$ cat src/rtl/multi_cycle_controller.sv
// Multi-cycle RV32I control FSM: sequences fetch/decode/execute/writeback per instruction.
// Latency: 3-5 cycles per instruction when mem_ready=1; FETCH/MEMREAD/MEMWRITE stretch while mem_ready=0.
// Backpressure: mem_ready low holds the FSM in its memory state; all other states last one cycle.
// Ports: clk/rst (sync active-high); op/funct3/funct7b5 from the instruction register;
//        zero/lt ALU flags; mem_ready memory handshake; write enables, datapath mux selects,
//        alu_control, imm_src and the illegal-opcode trap flag.
module multi_cycle_controller (
  input  logic       clk,
  input  logic       rst,
  input  logic [6:0] op,
  input  logic [2:0] funct3,
  input  logic       funct7b5,
  input  logic       zero,
  input  logic       lt,
  input  logic       mem_ready,
  output logic       pc_write,
  output logic       ir_write,
  output logic       mem_write,
  output logic       reg_write,
  output logic       adr_src,
  output logic [1:0] result_src,
  output logic [1:0] alu_src_a,
  output logic [1:0] alu_src_b,
  output logic [2:0] alu_control,
  output logic [2:0] imm_src,
  output logic       illegal
);

  typedef enum logic [3:0] {
    S_FETCH, S_DECODE, S_MEMADR, S_MEMREAD, S_MEMWB, S_MEMWRITE, S_EXECR, S_EXECI,
    S_ALUWB, S_BRANCH, S_JAL, S_JALR, S_JALRWB, S_LUI, S_TRAP
  } state_t;

  localparam logic [6:0] OP_LOAD   = 7'b0000011;
  localparam logic [6:0] OP_STORE  = 7'b0100011;
  localparam logic [6:0] OP_RTYPE  = 7'b0110011;
  localparam logic [6:0] OP_ITYPE  = 7'b0010011;
  localparam logic [6:0] OP_BRANCH = 7'b1100011;
  localparam logic [6:0] OP_JAL    = 7'b1101111;
  localparam logic [6:0] OP_JALR   = 7'b1100111;
  localparam logic [6:0] OP_LUI    = 7'b0110111;

  localparam logic [2:0] ALU_ADD = 3'b000;
  localparam logic [2:0] ALU_SUB = 3'b001;
  localparam logic [2:0] ALU_AND = 3'b010;
  localparam logic [2:0] ALU_OR  = 3'b011;
  localparam logic [2:0] ALU_XOR = 3'b100;
  localparam logic [2:0] ALU_SLT = 3'b101;

  state_t state_q, state_d;

  // Unmasked write enables; reset masks them at the output.
  logic pc_write_raw, ir_write_raw, mem_write_raw, reg_write_raw;
  logic branch_taken;

  always_ff @(posedge clk) begin
    if (rst) state_q <= S_FETCH;
    else     state_q <= state_d;
  end

  // Immediate format depends only on the opcode, independent of state.
  always_comb begin
    imm_src = 3'b000;
    case (op)
      OP_STORE:  imm_src = 3'b001;
      OP_BRANCH: imm_src = 3'b010;
      OP_LUI:    imm_src = 3'b011;
      OP_JAL:    imm_src = 3'b100;
      default:   imm_src = 3'b000;
    endcase
  end

  always_comb begin
    branch_taken = 1'b0;
    case (funct3)
      3'b000:  branch_taken = zero;
      3'b001:  branch_taken = ~zero;
      3'b100:  branch_taken = lt;
      3'b101:  branch_taken = ~lt;
      default: branch_taken = 1'b0;
    endcase
  end

  always_comb begin
    state_d       = state_q;
    pc_write_raw  = 1'b0;
    ir_write_raw  = 1'b0;
    mem_write_raw = 1'b0;
    reg_write_raw = 1'b0;
    adr_src       = 1'b0;
    result_src    = 2'b00;
    alu_src_a     = 2'b00;
    alu_src_b     = 2'b00;
    alu_control   = ALU_ADD;
    illegal       = 1'b0;

    case (state_q)
      S_FETCH: begin
        alu_src_b    = 2'b10;
        result_src   = 2'b10;
        ir_write_raw = mem_ready;
        pc_write_raw = mem_ready;
        if (mem_ready) state_d = S_DECODE;
      end
      S_DECODE: begin
        alu_src_a = 2'b01;
        alu_src_b = 2'b01;
        case (op)
          OP_LOAD, OP_STORE: state_d = S_MEMADR;
          OP_RTYPE:          state_d = S_EXECR;
          OP_ITYPE:          state_d = S_EXECI;
          OP_BRANCH:         state_d = S_BRANCH;
          OP_JAL:            state_d = S_JAL;
          OP_JALR:           state_d = S_JALR;
          OP_LUI:            state_d = S_LUI;
          default:           state_d = S_TRAP;
        endcase
      end
      S_MEMADR: begin
        alu_src_a = 2'b10;
        alu_src_b = 2'b01;
        state_d   = (op == OP_LOAD) ? S_MEMREAD : S_MEMWRITE;
      end
      S_MEMREAD: begin
        adr_src = 1'b1;
        if (mem_ready) state_d = S_MEMWB;
      end
      S_MEMWB: begin
        result_src    = 2'b01;
        reg_write_raw = 1'b1;
        state_d       = S_FETCH;
      end
      S_MEMWRITE: begin
        adr_src       = 1'b1;
        mem_write_raw = 1'b1;
        if (mem_ready) state_d = S_FETCH;
      end
      S_EXECR, S_EXECI: begin
        alu_src_a = 2'b10;
        alu_src_b = (state_q == S_EXECI) ? 2'b01 : 2'b00;
        case (funct3)
          // funct7b5 only selects sub for register-register ops; addi ignores it.
          3'b000:  alu_control = (state_q == S_EXECR && funct7b5) ? ALU_SUB : ALU_ADD;
          3'b010:  alu_control = ALU_SLT;
          3'b100:  alu_control = ALU_XOR;
          3'b110:  alu_control = ALU_OR;
          3'b111:  alu_control = ALU_AND;
          default: alu_control = ALU_ADD;
        endcase
        state_d = S_ALUWB;
      end
      S_ALUWB: begin
        reg_write_raw = 1'b1;
        state_d       = S_FETCH;
      end
      S_BRANCH: begin
        alu_src_a    = 2'b10;
        alu_control  = ALU_SUB;
        pc_write_raw = branch_taken;
        state_d      = S_FETCH;
      end
      S_JAL: begin
        // PC <- OldPC + imm computed in DECODE's ALUOut; link value comes in ALUWB.
        alu_src_a    = 2'b01;
        alu_src_b    = 2'b10;
        pc_write_raw = 1'b1;
        state_d      = S_ALUWB;
      end
      S_JALR: begin
        alu_src_a    = 2'b10;
        alu_src_b    = 2'b01;
        result_src   = 2'b10;
        pc_write_raw = 1'b1;
        state_d      = S_JALRWB;
      end
      S_JALRWB: begin
        alu_src_a     = 2'b01;
        alu_src_b     = 2'b10;
        result_src    = 2'b10;
        reg_write_raw = 1'b1;
        state_d       = S_FETCH;
      end
      S_LUI: begin
        result_src    = 2'b11;
        reg_write_raw = 1'b1;
        state_d       = S_FETCH;
      end
      S_TRAP: begin
        illegal = ~rst;
        state_d = S_TRAP;
      end
      default: state_d = S_FETCH;
    endcase
  end

  assign pc_write  = pc_write_raw  & ~rst;
  assign ir_write  = ir_write_raw  & ~rst;
  assign mem_write = mem_write_raw & ~rst;
  assign reg_write = reg_write_raw & ~rst;

endmodule

$ cat config.mk
export PLATFORM = sky130hd
export DESIGN_NAME = multi_cycle_controller
export DESIGN_NICKNAME = d
export VERILOG_FILES = /design/src/rtl/multi_cycle_controller.sv
export SDC_FILE = /design/constraint.sdc
export NUM_CORES = 1
export LEC_CHECK = 0
export CAP_MARGIN = 5
export CORE_MARGIN = 4
export CORE_UTILIZATION = 41
export CTS_CLUSTER_DIAMETER = 50
export DETAILED_ROUTE_END_ITERATION = 16
export GPL_ROUTABILITY_DRIVEN = 0
export MAX_ROUTING_LAYER = met4
export PLACE_DENSITY = 0.81
export SLEW_MARGIN = 20
export SYNTH_ARGS = -nofsm -noshare
export SYNTH_HDL_FRONTEND = slang
export SYNTH_SLANG_ARGS = --single-unit
$ cat constraint.sdc
create_clock -name clk -period 1.7 [get_ports clk]
set_input_delay 0.255 -clock clk [delete_from_list [all_inputs] [get_ports clk]]
set_output_delay 0.255 -clock clk [all_outputs]
set_load 0.01 [all_outputs]
==> metrics.md <==
| Metric | Value |
|---|---|
| Number of placed I/O pins | 34 |
| Relative slew margins | 76.16% |
| Endpoint class of the critical path | output port |
| Largest registers | state_q x4 |
| Fin Clk Skew | 0.0006547 ns |
| Cells after DPL | 194 |
| Total number of clock tree sinks | 4 |
| Number of core rows | 14 |
| Floorplan die width | 50.18 µm |
| Transition time at the pin with the least slew margin | 0.3543 ns |
| Number of routed nets with antenna violations | 0 |
| Arrival @ worst endpoint | 1.47 ns |
| GRT overflow | 0 |
| Global-route usage over all layers | 23.43% |
| Total wire length | 2839 µm |
| Area of the mapped netlist | 729.5 µm² |
| Clock period minus worst slack | 1.728 ns |
| CTS tree | built |
| Max Fclk | 0.5787 GHz |
| Largest register FFs | 4 |
| Count of different cell masters after synthesis | 37 |
| Leak | 0.5699 nW |
| Number of antenna violations at the first check in global routing | 1 |
| Pin count of the biggest net entering global routing | 14 |
| Max incr delay on CP | 0.33 ns |
| Fin util | 82.81% |
| Slowest stage cell, crit path | sky130_fd_sc_hd__nor4_1 |
| CTS H-tree depth | 1 |
| Flip-flop and latch count after synthesis | 4 |
| Worst setup SP type | register |
| Count of hold buffers inserted by post-cts repair | 0 |
| Total clock buffers created by CTS | 3 |
| Vias after detailed routing | 1088 |
| Sequential power share | 19.2% |
| Share of power burned in combinational logic | 61.6% |
| Min setup slack post-route | -0.02789 ns |
| Count of fill cells added during filler insertion | 111 |
| Part of the Yosys area used for sequential elements | 10.98% |
| Pwr/cell area | 466.1 nW/µm² |
| Max cap viols | 0 |
| Total of warnings raised by yosys | 0 |
| Global-route wire length before repair | 4609 µm |
| Net switching power | 234.4 µW |
| Total setup violations reported at the end of the flow | 1 |
| Die H | 50.18 µm |
| Clock transition at path regs | 0.04 ns |
| Count of buffers inserted at the top-level ports | 33 |
| Growth of design area from synthesis to finish | 80.96% |
| Clock root cell | sky130_fd_sc_hd__clkbuf_4 |
| Largest Register | state_q |
| Count of final max-slew check failures | 0 |
| Number of design-rule violations left by the first detailed-router iteration | 42 |
| Status | finished with violations |
| Number of global-route vias before repair | 1076 |
| Hpwl dp | 2089 µm |
| Number of nets in the final layout | 193 |
| DR DRC count | 0 |
| Number of standard cells in the final layout excluding fillers | 200 |
| Violated checks | negative setup slack |
| Initial core utilization | 45.76% |
| Endpoints failing hold | 0 |
| Peak supply drop | 0.3405 mV |
| Mean instance size in the synthesized netlist | 6.235 µm² |
| Share of synthesized flip-flops with an asynchronous set or reset | 0% |
| Critical path fanouts, max | 7 |
| Worst min-delay path class | reg2reg |
| Clock network power share | 19.2% |
| Number of enable flip-flop cells after synthesis | 0 |
| Number of buffers on the longest clock path | 2 |
| Worst Path Class, Setup | reg2out |
| Wire length per cell after detailed routing | 14.20 µm |
| Detailed-routing iteration count for the pre-antenna-repair pass | 4 |
| Share of total power consumed by net switching | 38.10% |
| Post-layout total power | 615.2 µW |
| Kind of cell with the highest combined delay on the critical path | buffers and inverters |
| Worst path cell trace | buf_6 > buf_4 > nor4_1 > dlygate4sd2_1 |
| Detailed-route vias per instance | 5.440 |
| Internal power | 380.8 µW |
| Count of mapped cells out of synthesis | 117 |
| Core Area | 1594 µm² |
| Worst path bufs/invs | 3 |
| Synth Flop Type | sky130_fd_sc_hd__dfxtp_1 |
| Nets in the synthesized netlist | 133 |
| Worst skew pair latency | 0.23 ns |
| Required time of the critical path | 1.44 ns |
| Period utilization | 101.6% |
| Die Footprint | 2518 µm² |
| Fraction of layout cells with a size suffix above 1 | 35.43% |
==> routing by layer <==
metal / global-route usage (%) / wire length [µm] / up-vias / share of wire [%]
li1: - / - / 545 / -
met1: 25.71 / 1181 / 501 / 42
met2: 44.13 / 1470 / 42 / 52
met3: 3.550 / 187 / 0 / 6.6
met4: 4.608 / 0 / 0 / 0
met5: - / 0 / - / 0
==> cell families after synthesis <==
group | synth area share [%]
AOI/OAI and AO/OA | 27.27
xor gates and xnor gates | 4.804
buffers and inverters | 9.092
DFF | 10.98
muxes | 2.745
and+or+nand+nor | 45.11
==> tightest hold or removal path, stage by stage, from the launching register on <==
cell and delay [ns]:
sky130_fd_sc_hd__dfxtp_4 0.36, sky130_fd_sc_hd__buf_4 0.17, sky130_fd_sc_hd__o32ai_2 0.10
==> what timing repair did <==
action,CTS,global route
hold endpoints to repair,0,0
pin swaps,1,1
resized for setup,52,21
setup endpoints to repair,18,12
setup buffers,1,1
==> area by class of cell <==
type / count / area (µm²) / area share (%)
diodes: 1 / 2.502 / 0.1896
inverters: 3 / 11.26 / 0.8531
repair buffers: 66 / 530.5 / 40.19
multi-input cells: 99 / 634.4 / 48.06
clock buffers: 3 / 22.52 / 1.706
well taps: 24 / 30.03 / 2.275
flip-flops and latches: 4 / 88.84 / 6.730
==> cell usage after synthesis, types with 2 or more instances <==
master	number	area share, %
sky130_fd_sc_hd__a21oi_1	10	6.9
sky130_fd_sc_hd__inv_1	3	1.5
sky130_fd_sc_hd__o21ai_0	5	3.4
sky130_fd_sc_hd__xnor2_1	3	3.6
sky130_fd_sc_hd__nor3_1	8	5.5
sky130_fd_sc_hd__o211ai_1	2	2.1
sky130_fd_sc_hd__o22ai_1	3	2.6
sky130_fd_sc_hd__clkbuf_1	2	1.0
sky130_fd_sc_hd__nor4_1	3	2.6
sky130_fd_sc_hd__dfxtp_1	4	11
sky130_fd_sc_hd__nand2_1	15	7.7
sky130_fd_sc_hd__a31oi_1	2	1.7
sky130_fd_sc_hd__nand3_1	2	1.4
sky130_fd_sc_hd__mux2i_1	2	2.7
sky130_fd_sc_hd__and2_1	2	1.7
sky130_fd_sc_hd__nor2_1	14	7.2
sky130_fd_sc_hd__nand2b_1	4	3.4
sky130_fd_sc_hd__nor2b_1	7	6.0
sky130_fd_sc_hd__buf_2	8	5.5
==> worst paths after layout <==
path	startpoint	end	slack [ns]	cells past startpoint
setup / recovery	state_q[1]$_SDFFE_PP0P_	mem_write	-0.03	4
hold / removal	state_q[3]$_SDFFE_PP0P_	state_q[0]$_SDFFE_PP0P_	0.67	2
setup reg to reg	state_q[1]$_SDFFE_PP0P_	state_q[0]$_SDFFE_PP0P_	0.31	5
hold reg to reg	state_q[3]$_SDFFE_PP0P_	state_q[0]$_SDFFE_PP0P_	0.67	2
==> per-stage QoR <==
| step | cell area (µm²) | TNS, ns | hold WS (ns) | worst slack [ns] |
|---|---|---|---|---|
| floorplan | 729.5 | 0 | 0.4480 | 0.3021 |
| global placement | 1267 | -2.727 | 0.6606 | -0.3499 |
| detailed placement | 1267 | -3.111 | 0.6547 | -0.3767 |
| CTS | 1306 | -0.06446 | 0.6231 | -0.06446 |
| global route | 1320 | -0.06689 | 0.6916 | -0.04067 |
| finish | 1320 | -0.02789 | 0.6741 | -0.02789 |
==> placed cells by master (no fill, tap or decap), drive strengths merged, types with 3 or more instances in the layout <==
master | netlist | layout
a21oi | 10 | 10
buf | 9 | 38
clkbuf | 2 | 8
clkdlybuf4s50 | 0 | 11
dfxtp | 4 | 4
dlygate4sd2 | 0 | 10
inv | 3 | 3
nand2 | 15 | 15
nand2b | 4 | 4
nor2 | 14 | 14
nor2b | 7 | 7
nor3 | 9 | 9
nor4 | 3 | 3
o21ai | 5 | 5
o22ai | 3 | 3
xnor2 | 3 | 3
==> power groups by stage <==
stage / Combinational, mW / Clock [mW] / Sequential (mW)
floorplan: 0.185 / 0 / 0.107
global placement: 0.363 / 0 / 0.116
detailed placement: 0.373 / 0 / 0.116
CTS: 0.363 / 0.121 / 0.119
global route: 0.412 / 0.139 / 0.120
finish: 0.379 / 0.118 / 0.118
Note: power is estimated with default switching activity, not from simulation.
